File: src/rtl/riscv_pkg.sv
// rtl/riscv_pkg.sv - shared RV32M constants, funct3 encodings and decode helpers
package riscv_pkg;

  localparam int XLEN           = 32;
  localparam int MULDIV_LATENCY = 34;

  typedef enum logic [2:0] {
    OP_MUL    = 3'b000,
    OP_MULH   = 3'b001,
    OP_MULHSU = 3'b010,
    OP_MULHU  = 3'b011,
    OP_DIV    = 3'b100,
    OP_DIVU   = 3'b101,
    OP_REM    = 3'b110,
    OP_REMU   = 3'b111
  } muldiv_op_t;

  // funct3[2] separates the divide family from the multiply family
  function automatic logic op_is_div(input muldiv_op_t op);
    logic [2:0] f;
    f = op;
    return f[2];
  endfunction

  // Upper accumulator half holds MULH* products and REM* remainders
  function automatic logic op_sel_hi(input muldiv_op_t op);
    logic [2:0] f;
    f = op;
    return f[2] ? f[1] : (f[1:0] != 2'b00);
  endfunction

endpackage

File: src/rtl/riscv_muldiv_if.sv
// rtl/riscv_muldiv_if.sv - request/write-back bundle between core and mul/div unit
interface riscv_muldiv_if;
  import riscv_pkg::*;

  logic             start;
  muldiv_op_t       op;
  logic [XLEN-1:0]  a;
  logic [XLEN-1:0]  b;
  logic [4:0]       rd_in;
  logic             kill;
  logic             busy;
  logic             done;
  logic [XLEN-1:0]  result;
  logic [4:0]       rd_out;

  modport master (
    output start, op, a, b, rd_in, kill,
    input  busy, done, result, rd_out
  );

  modport slave (
    input  start, op, a, b, rd_in, kill,
    output busy, done, result, rd_out
  );

endinterface

File: src/rtl/riscv_muldiv.sv
// rtl/riscv_muldiv.sv - iterative radix-2 RV32M multiply/divide unit, 34-cycle latency
module riscv_muldiv
  import riscv_pkg::*;
(
  input  logic          clk,
  input  logic          rst,
  riscv_muldiv_if.slave bus
);

  typedef enum logic [1:0] {S_IDLE, S_CALC, S_FIX, S_DONE} state_t;

  state_t               state_q;
  muldiv_op_t           op_q;
  logic [4:0]           cnt_q;
  logic [2*XLEN-1:0]    acc_q;
  logic [XLEN-1:0]      b_q;
  logic                 neg_a_q;
  logic                 neg_b_q;
  logic [4:0]           rd_lat_q;
  logic                 busy_q;
  logic                 done_q;
  logic [XLEN-1:0]      result_q;
  logic [4:0]           rd_out_q;

  logic                 a_neg_d;
  logic                 b_neg_d;
  logic [XLEN-1:0]      a_mag_d;
  logic [XLEN-1:0]      b_mag_d;
  logic [XLEN:0]        mul_sum;
  logic [XLEN:0]        div_shift;
  logic                 div_ge;
  logic [XLEN-1:0]      div_rem;
  logic [2*XLEN-1:0]    step_d;
  logic [2*XLEN-1:0]    fix_d;
  logic [XLEN-1:0]      sel_d;

  // Operand sign handling and magnitude extraction for the incoming request
  always_comb begin
    a_neg_d = 1'b0;
    b_neg_d = 1'b0;
    if ((bus.op == OP_MULH) || (bus.op == OP_MULHSU) || (bus.op == OP_DIV) || (bus.op == OP_REM))
      a_neg_d = bus.a[XLEN-1];
    if ((bus.op == OP_MULH) || (bus.op == OP_DIV) || (bus.op == OP_REM))
      b_neg_d = bus.b[XLEN-1];
    a_mag_d = a_neg_d ? -bus.a : bus.a;
    b_mag_d = b_neg_d ? -bus.b : bus.b;
  end

  // One radix-2 step: shift-add multiply or restoring divide, sharing acc_q
  always_comb begin
    mul_sum   = {1'b0, acc_q[2*XLEN-1:XLEN]} + (acc_q[0] ? {1'b0, b_q} : {(XLEN+1){1'b0}});
    div_shift = {acc_q[2*XLEN-1:XLEN], acc_q[XLEN-1]};
    div_ge    = div_shift >= {1'b0, b_q};
    div_rem   = div_ge ? (div_shift[XLEN-1:0] - b_q) : div_shift[XLEN-1:0];
    if (op_is_div(op_q))
      step_d = {div_rem, acc_q[XLEN-2:0], div_ge};
    else
      step_d = {mul_sum, acc_q[XLEN-1:1]};
  end

  // Sign correction; a zero divisor keeps the all-ones quotient unsigned-looking
  always_comb begin
    fix_d = acc_q;
    if (op_is_div(op_q)) begin
      if (neg_a_q)
        fix_d[2*XLEN-1:XLEN] = -acc_q[2*XLEN-1:XLEN];
      if ((neg_a_q ^ neg_b_q) && (b_q != '0))
        fix_d[XLEN-1:0] = -acc_q[XLEN-1:0];
    end else if (neg_a_q ^ neg_b_q) begin
      fix_d = -acc_q;
    end
    sel_d = op_sel_hi(op_q) ? acc_q[2*XLEN-1:XLEN] : acc_q[XLEN-1:0];
  end

  // Control FSM with registered busy/done/result/rd_out
  always_ff @(posedge clk or posedge rst) begin
    if (rst) begin
      state_q  <= S_IDLE;
      op_q     <= OP_MUL;
      cnt_q    <= 5'd0;
      acc_q    <= '0;
      b_q      <= '0;
      neg_a_q  <= 1'b0;
      neg_b_q  <= 1'b0;
      rd_lat_q <= 5'd0;
      busy_q   <= 1'b0;
      done_q   <= 1'b0;
      result_q <= '0;
      rd_out_q <= 5'd0;
    end else begin
      done_q <= 1'b0;
      case (state_q)
        S_IDLE, S_DONE: begin
          if (bus.start && !bus.kill) begin
            op_q     <= bus.op;
            acc_q    <= {{XLEN{1'b0}}, a_mag_d};
            b_q      <= b_mag_d;
            neg_a_q  <= a_neg_d;
            neg_b_q  <= b_neg_d;
            rd_lat_q <= bus.rd_in;
            cnt_q    <= 5'd0;
            busy_q   <= 1'b1;
            state_q  <= S_CALC;
          end else begin
            state_q  <= S_IDLE;
          end
        end
        S_CALC: begin
          if (bus.kill) begin
            cnt_q   <= 5'd0;
            busy_q  <= 1'b0;
            state_q <= S_IDLE;
          end else begin
            acc_q <= step_d;
            if (cnt_q == 5'd31) begin
              cnt_q   <= 5'd0;
              state_q <= S_FIX;
            end else begin
              cnt_q <= cnt_q + 5'd1;
            end
          end
        end
        S_FIX: begin
          if (bus.kill) begin
            cnt_q   <= 5'd0;
            busy_q  <= 1'b0;
            state_q <= S_IDLE;
          end else if (cnt_q == 5'd0) begin
            acc_q <= fix_d;
            cnt_q <= 5'd1;
          end else begin
            result_q <= sel_d;
            rd_out_q <= rd_lat_q;
            done_q   <= 1'b1;
            busy_q   <= 1'b0;
            cnt_q    <= 5'd0;
            state_q  <= S_DONE;
          end
        end
        default: state_q <= S_IDLE;
      endcase
    end
  end

  assign bus.busy   = busy_q;
  assign bus.done   = done_q;
  assign bus.result = result_q;
  assign bus.rd_out = rd_out_q;

endmodule
File: src/flat_wrapper.sv
// flat-port wrapper written by rule: the top's interface ports become plain ports
module riscv_muldiv_flat import riscv_pkg::*;
  (clk, rst, bus_start, bus_op, bus_a, bus_b, bus_rd_in, bus_kill, bus_busy, bus_done, bus_result, bus_rd_out);
  riscv_muldiv_if bus_i ();
  input  logic clk;
  input  logic rst;
  input wire logic [$bits(bus_i.start)-1:0] bus_start;
  input wire logic [$bits(bus_i.op)-1:0] bus_op;
  input wire logic [$bits(bus_i.a)-1:0] bus_a;
  input wire logic [$bits(bus_i.b)-1:0] bus_b;
  input wire logic [$bits(bus_i.rd_in)-1:0] bus_rd_in;
  input wire logic [$bits(bus_i.kill)-1:0] bus_kill;
  output wire logic [$bits(bus_i.busy)-1:0] bus_busy;
  output wire logic [$bits(bus_i.done)-1:0] bus_done;
  output wire logic [$bits(bus_i.result)-1:0] bus_result;
  output wire logic [$bits(bus_i.rd_out)-1:0] bus_rd_out;
  assign bus_i.start = bus_start;
  assign bus_i.op = bus_op;
  assign bus_i.a = bus_a;
  assign bus_i.b = bus_b;
  assign bus_i.rd_in = bus_rd_in;
  assign bus_i.kill = bus_kill;
  assign bus_busy = bus_i.busy;
  assign bus_done = bus_i.done;
  assign bus_result = bus_i.result;
  assign bus_rd_out = bus_i.rd_out;
  riscv_muldiv u_core (.clk(clk), .rst(rst), .bus(bus_i));
endmodule
File: config.mk
export PLATFORM = sky130hd
export DESIGN_NAME = riscv_muldiv_flat
export DESIGN_NICKNAME = d
export VERILOG_FILES = /design/src/rtl/riscv_pkg.sv /design/src/rtl/riscv_muldiv_if.sv /design/src/rtl/riscv_muldiv.sv /design/src/flat_wrapper.sv
export SDC_FILE = /design/constraint.sdc
export NUM_CORES = 1
export LEC_CHECK = 0
export ABC_AREA = 1
export CORE_MARGIN = 2
export CORE_UTILIZATION = 50
export DETAILED_ROUTE_END_ITERATION = 16
export MAX_ROUTING_LAYER = met4
export PLACE_DENSITY_LB_ADDON = 0.1
export SLEW_MARGIN = 25
export SYNTH_ARGS = -nofsm -noshare
export SYNTH_HDL_FRONTEND = slang
export SYNTH_SLANG_ARGS = --single-unit
File: constraint.sdc
create_clock -name clk -period 7.3 [get_ports clk]
set_input_delay 1.825 -clock clk [delete_from_list [all_inputs] [get_ports clk]]
set_output_delay 1.825 -clock clk [all_outputs]
set_load 0.01 [all_outputs]
==> results by group <==
STA
  • Clk_skew: around 18 ps
  • Setup_tns: 0 ps
  • Final critical-path share of the clock period: between 50% and 60%
  • Final setup vio count: 0
  • Fmax achieved: 254 MHz
  • Tmin final: 3940 ps
  • Actual slew at the worst max-slew pin: 990 ps
  • Slew HR: roughly a third
  • RSZ-0062 raised after global routing: no
  • Final-report hold violation count: 0
  • Max-slew violation count: 0

Clocking
  • TritonCTS Sinks: ~150
  • Setup repair bufs after CTS: 0
  • Worst-path clk slew: 60 ps
  • Number of H-tree levels: 4
  • Clk Latency, worst-skew pair: 460 ps
  • CTS max path bufs: 2
  • CTS Buf Count: 17
  • CTS tree: yes
  • Root buf cell: clkbuf_16
  • # hold bufs at CTS: 0
  • Resize count post-CTS: 0

Worst setup path
  • Top Family by Delay on Critical Path: buffers and inverters
  • Setup crit start kind: input port
  • Worst path cell trace: clkdlybuf4s50_1 > inv_1 > nand2_1 > nand2_1 > nand2_1 > nor2_1 > nand2_1 > inv_1 > buf_4 > o21ai_0 > o21ai_0
  • Cell mode on critical path: nand2_1
  • Max incr delay on CP: 470 ps
  • Critical path class: input port to flop
  • Crit path buf inv count: 4
  • CP Data Arrival Time: roughly 4300 ps
  • Slowest cell on crit path: clkdlybuf4s50_1
  • CP endpoint kind: flop
  • Critical Path RT: 7680 ps
  • Critical path fanouts, max: 38

Floorplan
  • Die area: between 30,000 and 40,000 µm²
  • Width of the die: about 190 µm
  • Num ports: 115
  • Core footprint: roughly 34,000 µm²
  • Starting Density: 51.0%
  • Die height: 189 µm
  • # rows: 67

Power and ir drop
  • Cell Pwr Density: 552 nW/µm²
  • Worst ir drop on vdd: 464 µV
  • Power Total: approximately 11 mW
  • Pleak: around 10 nW

Synthesis
  • Avg Cell Area, Syn: roughly 5.7 µm²
  • Synth Net Count: 3,134
  • Top cell type's share of synthesized area: 22.2%
  • Post-Synthesis Cells: 2,983
  • Synth warn: 0
  • Most area-consuming cells after synthesis: dfrtp_1 22%, nand2_1 21%, inv_1 8.8%, o21ai_0 7.3%, nor2_1 7.2%
  • Cell area after synthesis: 17,100 µm²
  • Seq cells post-synth: approximately 150
  • Register area share after synthesis: 22.2%
  • Post-synth cell types: 50
  • Synth area leader: dfrtp_1

GRT
  • Total track usage: between 40 and 50%
  • Antenna violations before repair: 0
  • Largest net degree at the start of global routing: a little under 90
  • First-pass GRT wire length: 107,000 µm
  • GRT overflow: 0
  • Vias in the first global route: about 18,000

Route
  • Via density: ~5.8
  • # DRC: 0
  • Via count: around 20,000
  • Drt wl/cell: 20.2 µm
  • 1st-iter DRT viols: 2,499
  • Remaining antenna violation count: 0
  • DRT Wirelength: 70,800 µm
  • TritonRoute pass-1 iters: 7

Layout
  • Layout cells sized above 1: 4.13%
  • Total Nets Final: about 3,200
  • Area growth from synthesis to layout: 11.7%
  • Most common cell after layout, fill and taps aside: nand2_1
  • Commonest cells after routing, fill and taps aside: 962 x nand2_1, 402 x inv_1, 328 x nor2_1
  • Diode count: 0

Place
  • Gpl congestion: between 1 and 1.5
  • Port-buffer cells: 114
  • HPWL after DPL: 55,400 µm

Outcome
  • Status: finished clean

Hold path
  • Hold Path Class: flop to flop

Run
  • Max cap viols: 0
==> worst paths after layout <==
check | start | end | slack, ps | cells past startpoint
max | bus_kill | u_core.acc_q[18]$_DFFE_PP0P_ | 3360 | 11
min | u_core.bus.result[4]$_DFFE_PP0P_ | u_core.bus.result[4]$_DFFE_PP0P_ | 480 | 2
max reg2reg | u_core.acc_q[0]$_DFFE_PP0P_ | u_core.acc_q[59]$_DFFE_PP0P_ | 3390 | 16
min reg2reg | u_core.bus.result[4]$_DFFE_PP0P_ | u_core.bus.result[4]$_DFFE_PP0P_ | 480 | 2
max in group asynchronous | rst | u_core.bus.result[30]$_DFFE_PP0P_ | 3910 | 3
min in group asynchronous | rst | u_core.bus.result[4]$_DFFE_PP0P_ | 1890 | 2
==> worst min-delay path: stages, from the launching register on <==
cell,delay (ps)
dfrtp_1,340
nand2_1,50
o21ai_0,50
==> sequential cells by signal, indices dropped and copies added (netlist names) <==
name	cells
u_core.bus.busy	1
u_core.state_q	2
u_core.rd_lat_q	5
u_core.bus.done	1
u_core.bus.result	32
u_core.bus.rd_out	5
u_core.acc_q	64
u_core.neg_a_q	1
u_core.op_q	3
u_core.cnt_q	5
u_core.b_q	32
u_core.neg_b_q	1
==> report_power, final <==
group | internal, mW | total [mW] | switching (mW)
sequential | 1.21 | 2.06 | 0.849
clock | 0.513 | 0.927 | 0.413
combinational | 2.33 | 7.58 | 5.25
==> synthesized netlist by cell type, drive strengths merged <==
master	instances
o21bai	10
clkbuf	53
and2	3
clkinv	1
nand3	250
inv	416
a31oi	3
o31ai	6
nand2	985
nand4	53
o22ai	3
a21oi	121
a22oi	1
dfrtp	152
nand3b	18
xnor2	17
and3	1
o21a	3
nor4	11
nor3	42
a21boi	3
or2	7
o21ai	262
a31o	1
a21o	2
o221ai	2
buf	40
ha	73
xor2	71
o211ai	22
nor2	347
fa	2
or3	1
o311ai	1
==> logic make-up (layout without fill, tap and decap cells) <==
logic type,Yosys count,count (layout),synth area share (%)
flip-flops,152,152,22.2
XOR/XNOR,88,88,4.49
AO/OA/AOI/OAI,440,440,13.9
buffers and inverters,510,581,11.7
adder cells (fa/ha/maj),75,75,5.56
AND/OR/NAND/NOR,1718,1718,42.3
==> final cells by class <==
| type | instances | area (µm²) |
|---|---|---|
| clock buffers | 18 | 429 |
| clock inverters | 14 | 161 |
| fillers | 3426 | 14500 |
| inverters | 417 | 1570 |
| multi-input cells | 2321 | 11400 |
| flip-flops and latches | 152 | 3800 |
| well taps | 448 | 561 |
| repair buffers | 132 | 1280 |
==> per-layer routing <==
layer	track usage (%)	share of wire, %	vias to the layer above
li1	-	-	9653
met1	55.9	43	9401
met2	58.9	41	1194
met3	8.77	12	184
met4	13.3	3.8	0
met5	-	0	-
==> stage by stage <==
step | cells | setup slack (ps) | hold WS (ps) | utilization [%] | area, µm²
final | 3502 | 3360 | 479 | 57.0 | 19200
after floorplan | 2983 | 1380 | 442 | - | 17100
after global placement | 3470 | 3050 | 465 | 55.2 | 18600
after CTS | 3502 | 3400 | 488 | 57.0 | 19200
after global routing | 3502 | 2990 | 503 | 57.0 | 19200
after detailed placement | 3470 | 2930 | 472 | 55.2 | 18600
(Power assumes the default switching activity.)
